===== src/rtl/mem_access_initiator.sv =====
// Data-memory requester for the multi-cycle Y86 core.
// Decodes one memory-stage access, bounds-checks the word address, issues it
// on a valid/ready request channel, waits for read data and reports
// completion with done/valM/mem_error while holding busy as the stall.
module mem_access_initiator #(
    parameter int MEM_WORDS = 16384,
    parameter int ADDR_W    = 14,
    parameter int TIMEOUT   = 255
) (
    input  logic              clk,
    input  logic              rst,
    input  logic              start,
    input  logic [3:0]        icode,
    input  logic [63:0]       valE,
    input  logic [63:0]       valA,
    input  logic [63:0]       valP,
    output logic              busy,
    output logic              done,
    output logic [63:0]       valM,
    output logic              mem_error,
    output logic              req_valid,
    input  logic              req_ready,
    output logic              req_we,
    output logic [ADDR_W-1:0] req_addr,
    output logic [63:0]       req_wdata,
    input  logic              rsp_valid,
    input  logic [63:0]       rsp_rdata
);

    localparam int CNT_W = (TIMEOUT > 1) ? $clog2(TIMEOUT) : 1;

    typedef enum logic [1:0] {
        S_IDLE,
        S_REQ,
        S_WAIT_RSP,
        S_DONE
    } state_t;

    state_t           state;
    logic [CNT_W-1:0] cnt;
    logic             cnt_last;

    logic             dec_rd;
    logic             dec_wr;
    logic [63:0]      dec_addr;
    logic [63:0]      dec_wdata;
    logic             addr_bad;

    // Decode the instruction into read/write, address source and store data
    always_comb begin
        dec_rd    = 1'b0;
        dec_wr    = 1'b0;
        dec_addr  = valE;
        dec_wdata = valA;
        case (icode)
            4'h5:       dec_rd = 1'b1;
            4'h9, 4'hB: begin
                dec_rd   = 1'b1;
                dec_addr = valA;
            end
            4'h4, 4'hA: dec_wr = 1'b1;
            4'h8: begin
                dec_wr    = 1'b1;
                dec_wdata = valP;
            end
            default: ;
        endcase
        addr_bad = (dec_addr >= 64'(MEM_WORDS));
        cnt_last = (cnt == CNT_W'(TIMEOUT - 1));
    end

    // Access sequencer: all outputs are registered alongside the state.
    // DONE shows busy=0, so a start arriving there is accepted like in IDLE.
    always_ff @(posedge clk or posedge rst) begin
        if (rst) begin
            state     <= S_IDLE;
            busy      <= 1'b0;
            done      <= 1'b0;
            mem_error <= 1'b0;
            req_valid <= 1'b0;
            req_we    <= 1'b0;
            valM      <= '0;
            req_addr  <= '0;
            req_wdata <= '0;
            cnt       <= '0;
        end else begin
            done <= 1'b0;
            case (state)
                S_IDLE, S_DONE: begin
                    state <= S_IDLE;
                    if (start) begin
                        if ((dec_rd || dec_wr) && !addr_bad) begin
                            req_valid <= 1'b1;
                            req_we    <= dec_wr;
                            req_addr  <= dec_addr[ADDR_W-1:0];
                            req_wdata <= dec_wdata;
                            busy      <= 1'b1;
                            cnt       <= '0;
                            state     <= S_REQ;
                        end else begin
                            done      <= 1'b1;
                            mem_error <= (dec_rd || dec_wr) && addr_bad;
                            state     <= S_DONE;
                        end
                    end
                end
                S_REQ: begin
                    if (req_ready) begin
                        req_valid <= 1'b0;
                        if (req_we) begin
                            done      <= 1'b1;
                            busy      <= 1'b0;
                            mem_error <= 1'b0;
                            state     <= S_DONE;
                        end else begin
                            cnt   <= '0;
                            state <= S_WAIT_RSP;
                        end
                    end else if (cnt_last) begin
                        req_valid <= 1'b0;
                        done      <= 1'b1;
                        busy      <= 1'b0;
                        mem_error <= 1'b1;
                        state     <= S_DONE;
                    end else begin
                        cnt <= cnt + CNT_W'(1);
                    end
                end
                S_WAIT_RSP: begin
                    if (rsp_valid) begin
                        valM      <= rsp_rdata;
                        done      <= 1'b1;
                        busy      <= 1'b0;
                        mem_error <= 1'b0;
                        state     <= S_DONE;
                    end else if (cnt_last) begin
                        done      <= 1'b1;
                        busy      <= 1'b0;
                        mem_error <= 1'b1;
                        state     <= S_DONE;
                    end else begin
                        cnt <= cnt + CNT_W'(1);
                    end
                end
                default: state <= S_IDLE;
            endcase
        end
    end

endmodule


===== config.mk =====
export PLATFORM = sky130hd
export DESIGN_NAME = mem_access_initiator
export DESIGN_NICKNAME = d
export VERILOG_FILES = /design/src/rtl/mem_access_initiator.sv
export SDC_FILE = /design/constraint.sdc
export NUM_CORES = 1
export LEC_CHECK = 0
export ABC_CLOCK_PERIOD_IN_PS = 8900
export CORE_AREA = 2 2 161 163
export CTS_CLUSTER_DIAMETER = 60
export DETAILED_ROUTE_END_ITERATION = 6
export DIE_AREA = 0 0 163 165
export REMOVE_ABC_BUFFERS = 1
export SETUP_SLACK_MARGIN = 0.5
export SLEW_MARGIN = 10
export SYNTH_ARGS = -nofsm -noshare
export SYNTH_HDL_FRONTEND = slang
export SYNTH_SLANG_ARGS = --single-unit

===== constraint.sdc =====
create_clock -name clk -period 8.9 [get_ports clk]
set_input_delay 1.78 -clock clk [delete_from_list [all_inputs] [get_ports clk]]
set_output_delay 1.78 -clock clk [all_outputs]
set_load 0.05 [all_outputs]

Word-level counts from Yosys, hierarchy flattened
Index checks and enable logic that the tools add are counted.
{ "totals": {"reg_bits": 157, "inputBits": 265, "output_inout_bits": 147, "elab_cells": 86} }
{ "op_classes": {"add_sub_neg": 1, "magnitude_cmp": 1, "n_eq_ne": 17, "mux": 41, "n_reduce_logical": 16} }
{ "op_table": {"columns": ["operator", "count"], "rows": [
  ["$mux W64", 2],
  ["$ge A64 B15 Y1 const B", 1],
  ["$mux W8", 6],
  ["$pmux W8 S3", 1],
  ["$mux W1", 22],
  ["$eq A4 B4 Y1 const B", 4],
  ["$mux W2", 5],
  ["$ne A3 B3 Y1 const B", 3],
  ["$pmux W1 S3", 3],
  ["$reduce_and A3 Y1", 3],
  ["$add A8 B1 Y8 const B", 1],
  ["$eq A4 B3 Y1 const B", 2],
  ["$eq A8 B8 Y1 const B", 1],
  ["$ne A2 B2 Y1 const B", 4],
  ["$reduce_and A4 Y1", 2],
  ["$pmux W2 S3", 1],
  ["$reduce_or A3 Y1", 2],
  ["$eq A2 B2 Y1 const B", 2],
  ["$reduce_or A2 Y1", 2],
  ["$eq A2 B1 Y1 const B", 1],
  ["$logic_and A1 B1 Y1", 2],
  ["$logic_not A2 Y1", 1],
  ["$pmux W1 S2", 1],
  ["$reduce_and A2 Y1", 1],
  ["other kinds (3)", 3]
]} }

Longest topological paths before layout
Gate-level depths: netlist (run 1).
{ "logic_depth": {"ltp_word": 9, "mapped_depth": 10, "ltp_nobuf": 8} }

Worst setup path before layout (run 1)
Ideal clock, no wire load.
{ "synth_path": {"path_type": "input-to-reg", "from": "input port valA[36]", "to": "register req_addr[0]", "arrival_ns": 3.274, "path_slack_ns": 5.503, "stages": 9, "path_buffers": 3, "cell_sequence": "nor4_1 > nand4_1 > nor4_4 > o2111ai_2 > buf_2 > buf_6 > buf_6 > nand2_1 > o21ai_1"} }
{ "synth_between": {"elab_chain_len": 5} }
{ "synth_rtl": {"columns": ["element", "line", "rtl"], "rows": [
  ["from (decl)", "15", "input logic [63:0] valA,"],
  ["$mux W64", "55", "case (icode)"],
  ["$ge A64 B15 Y1", "68", "addr_bad = (dec_addr >= 64'(MEM_WORDS));"],
  ["$logic_not A1 Y1", "92", "if ((dec_rd || dec_wr) && !addr_bad) begin"],
  ["$logic_and A1 B1 Y1", "92", null],
  ["$reduce_and A3 Y1 (no source line)", null, null],
  ["to (signal assigned)", "95", "req_addr <= dec_addr[ADDR_W-1:0];"],
  ["to (decl)", "24", "output logic [ADDR_W-1:0] req_addr,"]
]} }
No other way between the ends.
A chain may end at the register's enable or synchronous reset.

Worst setup path after layout (run 1)
{ "layout_path": {"from": "input port valA[56]", "to": "register req_wdata[34]"} }
{ "layout_between": {"elab_chain_len": 5} }
{ "layout_rtl": {"columns": ["element", "line", "rtl"], "rows": [
  ["$mux W64", "55", null],
  ["$ge A64 B15 Y1", "68", null],
  ["$logic_not A1 Y1", "92", null],
  ["$logic_and A1 B1 Y1", "92", null],
  ["$reduce_and A3 Y1 (no source line)", null, null],
  ["to (signal assigned)", "96", "req_wdata <= dec_wdata;"],
  ["to (decl)", "25", "output logic [63:0] req_wdata,"]
]} }
No other way between the ends.

==> impl_metrics.env, run 1 <==
export IMPL_core_area_um2=25040
export IMPL_start_kind="input port"
export IMPL_synth_seq_cells=157
export IMPL_dp_cells=1339
export IMPL_post_cts_resized=0
export IMPL_yosys_top_cells_count="dfrtp_1, nand2_1, o21ai_0"
export IMPL_synth_top_family_by_area="multiplexers"
export IMPL_status="completed"
export IMPL_cts_root_buf="clkbuf_16"
export IMPL_worstSkewPairLatency_ns=0.42
export IMPL_fp_dieW_um=163
export IMPL_tightest_slew_ns=0.9199
export IMPL_worstSetupPathType="in -> reg"
export IMPL_drt_wl_total_um=24580
export IMPL_drv_slew=0
export IMPL_drc=0
export IMPL_grt_pass1_wl_um=36600
export IMPL_fin_nets=1298
export IMPL_end_kind="flip-flop"
export IMPL_grt_use_met2=0.3186
export IMPL_dieArea_um2=26900
export IMPL_synth_cell_area_um2=7124
export IMPL_critPathTopFamily="simple AND/OR/NAND/NOR gates"
export IMPL_clk_pin_slew_ns=0.07
export IMPL_fin_crit_ns=4.219
export IMPL_worstPathMaxFanout=108
export IMPL_slew_headroom=0.3867
export IMPL_clock_sinks=157
export IMPL_synth_xor_area_frac=0
export IMPL_max_freq_mhz=237.0
export IMPL_grtUsageMet1=0.2091
export IMPL_synth_compound_area_frac=0.1043
export IMPL_clockBufferDepth=2
export IMPL_critPathSlowestCell="nor4_4"
export IMPL_syn_avg_cell_area_um2=11.36
export IMPL_yosysWarnings=0
export IMPL_io_buffers=411
export IMPL_routed_via_density=4.609
export IMPL_synth_most_common_cell="dfrtp_1"
export IMPL_peakVddDrop_mv=0.2221
export IMPL_grt_antenna_before_repair=1
export IMPL_drt_iter0_markers=263
export IMPL_io_pins=412
export IMPL_drive_gt1_frac=0.1065
export IMPL_period_share=0.4740
export IMPL_ys_types=44
export IMPL_place_ws_ns=3.660
export IMPL_fin_ws_ns=4.681
export IMPL_timing_hold_ws_ns=0.4787
export IMPL_cpPeakStageDelay_ns=0.51
export IMPL_yosysTopAreaCell="dfrtp_1"
export IMPL_cts_tree="yes"
export IMPL_postCtsSetupBuffers=0
export IMPL_min_path_type="reg -> reg"
export IMPL_hold_violations=0
export IMPL_grt_max_degree=109
export IMPL_fin_skew_ns=0.009632
export IMPL_netlist_area_leader_share=0.5515
export IMPL_cts_made_buffers=17
export IMPL_rows=58
export IMPL_fp_dieH_um=165
export IMPL_holdBufCountCts=0
export IMPL_async_flop_share=1.000
export IMPL_powerDensity_nw_per_um2=259.4
export IMPL_ant_nets=0
export IMPL_muxShareOfSynthArea=0.2107
export IMPL_yosysSeqAreaShare=0.5515
export IMPL_finalWeightedCongestion=0.8517
export IMPL_initial_utilization=0.2846
export IMPL_max_cap_violations=0
export IMPL_finalSetupTns_ns=0
export IMPL_stdcell_count=1373
export IMPL_yosys_area_share_simple=0.09730
export IMPL_dr_pass1_iters=4
export IMPL_grt_usage=0.1803
export IMPL_p_leak_uw=0.004936
export IMPL_first_global_vias=6367
export IMPL_synth_edf_count=0
export IMPL_synthAdderAreaFrac=0.007025
export IMPL_syn2layout_area_growth_pct=71.76
export IMPL_synthCells=627
export IMPL_cp_cell_sequence="clkdlybuf4s50_1 -> nor4_1 -> nand4_1 -> nor4_4 -> o2111ai_4 -> buf_4 -> nand2_1 -> o21ai_0"
export IMPL_num_vias=6328
export IMPL_cts_max_level=4
export IMPL_grt_busiest_layer="met2"
export IMPL_post_route_util=0.4888
export IMPL_critPathRequiredTime_ns=9.15
export IMPL_setup_violations=0
export IMPL_rsz0062_at_grt="no"
export IMPL_critical_path_arrival_ns=4.47
export IMPL_synth_ff_type="dfrtp_1"
export IMPL_cp_num_buf_inv=2
export IMPL_grt_ovfl_total=0
export IMPL_dp_hpwl_um=19050
export IMPL_met3_usage=0.04997
export IMPL_synthTopCellsByArea="dfrtp_1, mux2i_1, mux2_2"
export IMPL_wl_per_cell_um=17.90
-- tightest hold or removal path: cells and delay by family, from the launching register on --
kind             cells  cell delay (ns)
AO/OA/AOI/OAI        1             0.06
AND/OR/NAND/NOR      1             0.05
flip-flops           1             0.34
-- path summary, 6_finish.rpt --
check,to,slack (ns),depth (start not counted),startpoint
min in group asynchronous,valM[24],1.89,2,rst
worst max register to register,req_wdata[34],6.54,5,state[0]
worst max-delay path,req_wdata[34],4.68,8,valA[56]
max in group asynchronous,req_wdata[11],5.48,3,rst
worst min-delay path,req_wdata[36],0.48,2,req_wdata[36]
worst min register to register,req_wdata[36],0.48,2,req_wdata[36]
-- cells by family (layout without fill, tap and decap cells) --
| group | after synthesis | in the layout |
|---|---|---|
| adder cells (fa/ha/maj) | 4 | 4 |
| buffers and inverters | 45 | 460 |
| multiplexers | 142 | 142 |
| AO/OA/AOI/OAI | 129 | 129 |
| AND/OR/NAND/NOR | 150 | 150 |
| other | 0 | 1 |
| flip-flops | 157 | 157 |
-- flip-flops by register name, indices dropped and copies added (netlist names) --
signal / count
busy: 1
cnt: 8
done: 1
mem_error: 1
req_addr: 14
req_valid: 1
req_wdata: 64
req_we: 1
state: 2
valM: 64
-- cell usage in the layout, fill, tap and decap left out, types with 9 or more instances in the layout --
master and n:
mux2_2 64, o21ai_0 82, clkdlybuf4s50_1 411, mux2i_1 78, clkbuf_16 17, nor4_1 24
a21oi_1 9, dfrtp_1 157, o21ai_1 10, nor2_1 9, inv_1 9, nand2_1 96
-- area by class of cell --
class                           count  area [um2]
Fill cell                        2337       12800
Timing Repair Buffer              418        4187
Sequential cell                   157        3929
Multi-Input combinational cell    425        3007
Clock buffer                       18       439.2
Tap cell                          330       412.9
Clock inverter                     14       217.7
Inverter                           10       42.54
Antenna cell                        1       2.502
-- metrics by stage --
| stage | area (um2) | total power (uW) |
|---|---|---|
| after floorplan | 6954 | 1844 |
| after global routing | 12240 | 3323 |
| after global placement | 11550 | 2367 |
| after detailed placement | 11550 | 2377 |
| after CTS | 12210 | 3211 |
| final | 12240 | 3175 |
-- report_power, final --
part / switching [uW] / internal (uW) / total, uW
logic: 847 / 550 / 1400
registers: 77.8 / 878 / 955
clock network: 331 / 491 / 822
total: 1260 / 1920 / 3170
-- routing by layer --
| layer | vias to the layer above | routed length [um] |
|---|---|---|
| met5 | - | 0 |
| met4 | 0 | 557 |
| li1 | 3070 | - |
| met1 | 2990 | 9918 |
| met3 | 32 | 1577 |
| met2 | 236 | 12530 |
No activity file was read; power rests on OpenSTA's default activity.
==> run 2: changes to the inputs <==
--- a/config.mk
+++ b/config.mk
@@ -5,11 +5,12 @@
 export SDC_FILE = /design/constraint.sdc
 export NUM_CORES = 1
 export LEC_CHECK = 0
-export ABC_CLOCK_PERIOD_IN_PS = 8900
-export CORE_AREA = 2 2 161 163
+export ABC_CLOCK_PERIOD_IN_PS = 3500
+export CORE_AREA = 2 2 159 161
 export CTS_CLUSTER_DIAMETER = 60
 export DETAILED_ROUTE_END_ITERATION = 6
-export DIE_AREA = 0 0 163 165
+export DIE_AREA = 0 0 161 163
+export PLACE_DENSITY = 0.67
 export REMOVE_ABC_BUFFERS = 1
 export SETUP_SLACK_MARGIN = 0.5
 export SLEW_MARGIN = 10
==> constraint.sdc (replaced) <==
create_clock -name clk -period 3.5 [get_ports clk]
set_input_delay 0.7 -clock clk [delete_from_list [all_inputs] [get_ports clk]]
set_output_delay 0.7 -clock clk [all_outputs]
set_load 0.05 [all_outputs]
==> impl_metrics.env, run 2 (synthesis results as in run 1) <==
export IMPL_status="completed"
export IMPL_holdBufCountCts=0
export IMPL_tightest_slew_ns=0.7546
export IMPL_cts_tree="yes"
export IMPL_cpPeakStageDelay_ns=0.42
export IMPL_hold_violations=0
export IMPL_fin_skew_ns=0.007991
export IMPL_core_area_um2=24670
export IMPL_critical_path_arrival_ns=3.03
export IMPL_cts_max_level=4
export IMPL_n_fill_cell=2288
export IMPL_critPathRequiredTime_ns=3.80
export IMPL_cts_root_buf="clkbuf_16"
export IMPL_regArea_um2=3929
export IMPL_drt_wl_total_um=23900
export IMPL_grt_antenna_before_repair=0
export IMPL_end_kind="flip-flop"
export IMPL_place_ws_ns=0.1528
export IMPL_grt_pass1_wl_um=36140
export IMPL_final_common_cell="clkdlybuf4s50_1"
export IMPL_slew_headroom=0.4950
export IMPL_wl_per_cell_um=17.31
export IMPL_fp_dieH_um=163
export IMPL_layout_common_cells="clkdlybuf4s50_1, dfrtp_1, nand2_1"
export IMPL_drc=0
export IMPL_num_vias=6322
export IMPL_maxUsedRoutingLayer="met4"
export IMPL_dp_cells=1348
export IMPL_max_freq_mhz=367.0
export IMPL_fin_nets=1307
export IMPL_ant_nets=0
export IMPL_setup_violations=0
export IMPL_drive_gt1_frac=0.1142
export IMPL_worstSetupPathType="in -> reg"
export IMPL_period_share=0.7785
export IMPL_fin_ws_ns=0.7752
export IMPL_syn2layout_area_growth_pct=72.22
export IMPL_routed_via_density=4.578
export IMPL_rows=58
export IMPL_grt_usage=0.1798
export IMPL_min_path_type="reg -> reg"
export IMPL_drt_iter0_markers=254
export IMPL_finalWeightedCongestion=0.8085
export IMPL_stdcell_count=1381
export IMPL_dp_hpwl_um=19010
export IMPL_initial_utilization=0.2887
export IMPL_worstSkewPairLatency_ns=0.42
export IMPL_multi_input_area_um2=3007
export IMPL_dieArea_um2=26240
export IMPL_io_buffers=411
export IMPL_peakVddDrop_mv=0.4528
export IMPL_clock_sinks=157
export IMPL_max_cap_violations=0
export IMPL_fin_crit_ns=2.725
export IMPL_fp_dieW_um=161
export IMPL_num_antenna_cells=0
export IMPL_first_global_vias=6388
export IMPL_grt_ovfl_total=0
export IMPL_top_regs="req_wdata x64, valM x64, req_addr x14"
export IMPL_cp_cell_sequence="clkdlybuf4s50_1 -> nor4_1 -> nand4_1 -> nor4_4 -> buf_4 -> o2111ai_1 -> nand2_1 -> o2bb2a_1"
export IMPL_grt_max_degree=71
export IMPL_worstPathMaxFanout=7
export IMPL_drv_slew=0
export IMPL_clk_pin_slew_ns=0.07
export IMPL_wirelength_met1_um=9699
export IMPL_start_kind="input port"
export IMPL_io_pins=412
export IMPL_cts_made_buffers=17
export IMPL_dr_pass1_iters=4
export IMPL_critPathSlowestCell="clkdlybuf4s50_1"
export IMPL_p_leak_uw=0.004949
export IMPL_met2_wirelength_um=12150
export IMPL_clockBufferDepth=2
export IMPL_rsz0062_at_grt="no"
export IMPL_routed_wl_met3_um=1468
export IMPL_finalSetupTns_ns=0
export IMPL_critPathTopFamily="simple AND/OR/NAND/NOR gates"
export IMPL_powerDensity_nw_per_um2=636.0
export IMPL_cp_num_buf_inv=2
run 2: repair_timing:
| action | CTS | global route |
|---|---|---|
| buffers inserted | 0 | 1 |
| setup endpoints to repair | 0 | 2 |
| resized for setup | 0 | 0 |
run 2: layout make-up:
class / count / area share
clock buffers: 17 / 0.03467
clock inverters: 15 / 0.01173
inverters: 10 / 0.003467
multi-input cells: 425 / 0.2451
flip-flops and latches: 157 / 0.3202
well taps: 330 / 0.03365
repair buffers: 427 / 0.3512
run 2: where the power goes:
group	total, uW	switching [uW]	internal, uW
clock	1790	846	947
sequential	2430	201	2230
combinational	3580	2170	1410
total	7800	3210	4590
run 2: final timing paths:
kind | start | cells past startpoint | to | slack (ns)
min reg2reg | req_wdata[31] | 2 | req_wdata[31] | 0.48
max reg2reg | state[0] | 5 | cnt[6] | 1.30
min in group asynchronous | rst | 2 | valM[14] | 0.73
max | valA[57] | 8 | cnt[6] | 0.78
min | req_wdata[31] | 2 | req_wdata[31] | 0.48
max in group asynchronous | rst | 3 | req_addr[7] | 2.06
run 2: worst register-to-register path: cells and delay by family, from the launching register on:
family,cells,cell delay (ns)
adder cells (fa/ha/maj),1,0.29
flip-flops,1,0.39
AO/OA/AOI/OAI,3,1.08
AND/OR/NAND/NOR,1,0.32
run 2: per-layer routing:
layer / GRT usage / vias to the layer above
met5: 0 / -
met4: 0.06534 / 0
met3: 0.04660 / 34
met2: 0.3149 / 231
met1: 0.2134 / 2976
li1: - / 3081
run 2: metrics by stage:
stage / area [um2] / hold slack, ns / power [uW] / util
floorplan: 6954 / 0.4704 / 4688 / -
global placement: 11690 / 0.4603 / 6013 / 0.4739
detailed placement: 11690 / 0.4693 / 6064 / 0.4739
CTS: 12260 / 0.4850 / 7890 / 0.4970
global route: 12270 / 0.5031 / 8155 / 0.4973
finish: 12270 / 0.4806 / 7804 / 0.4973
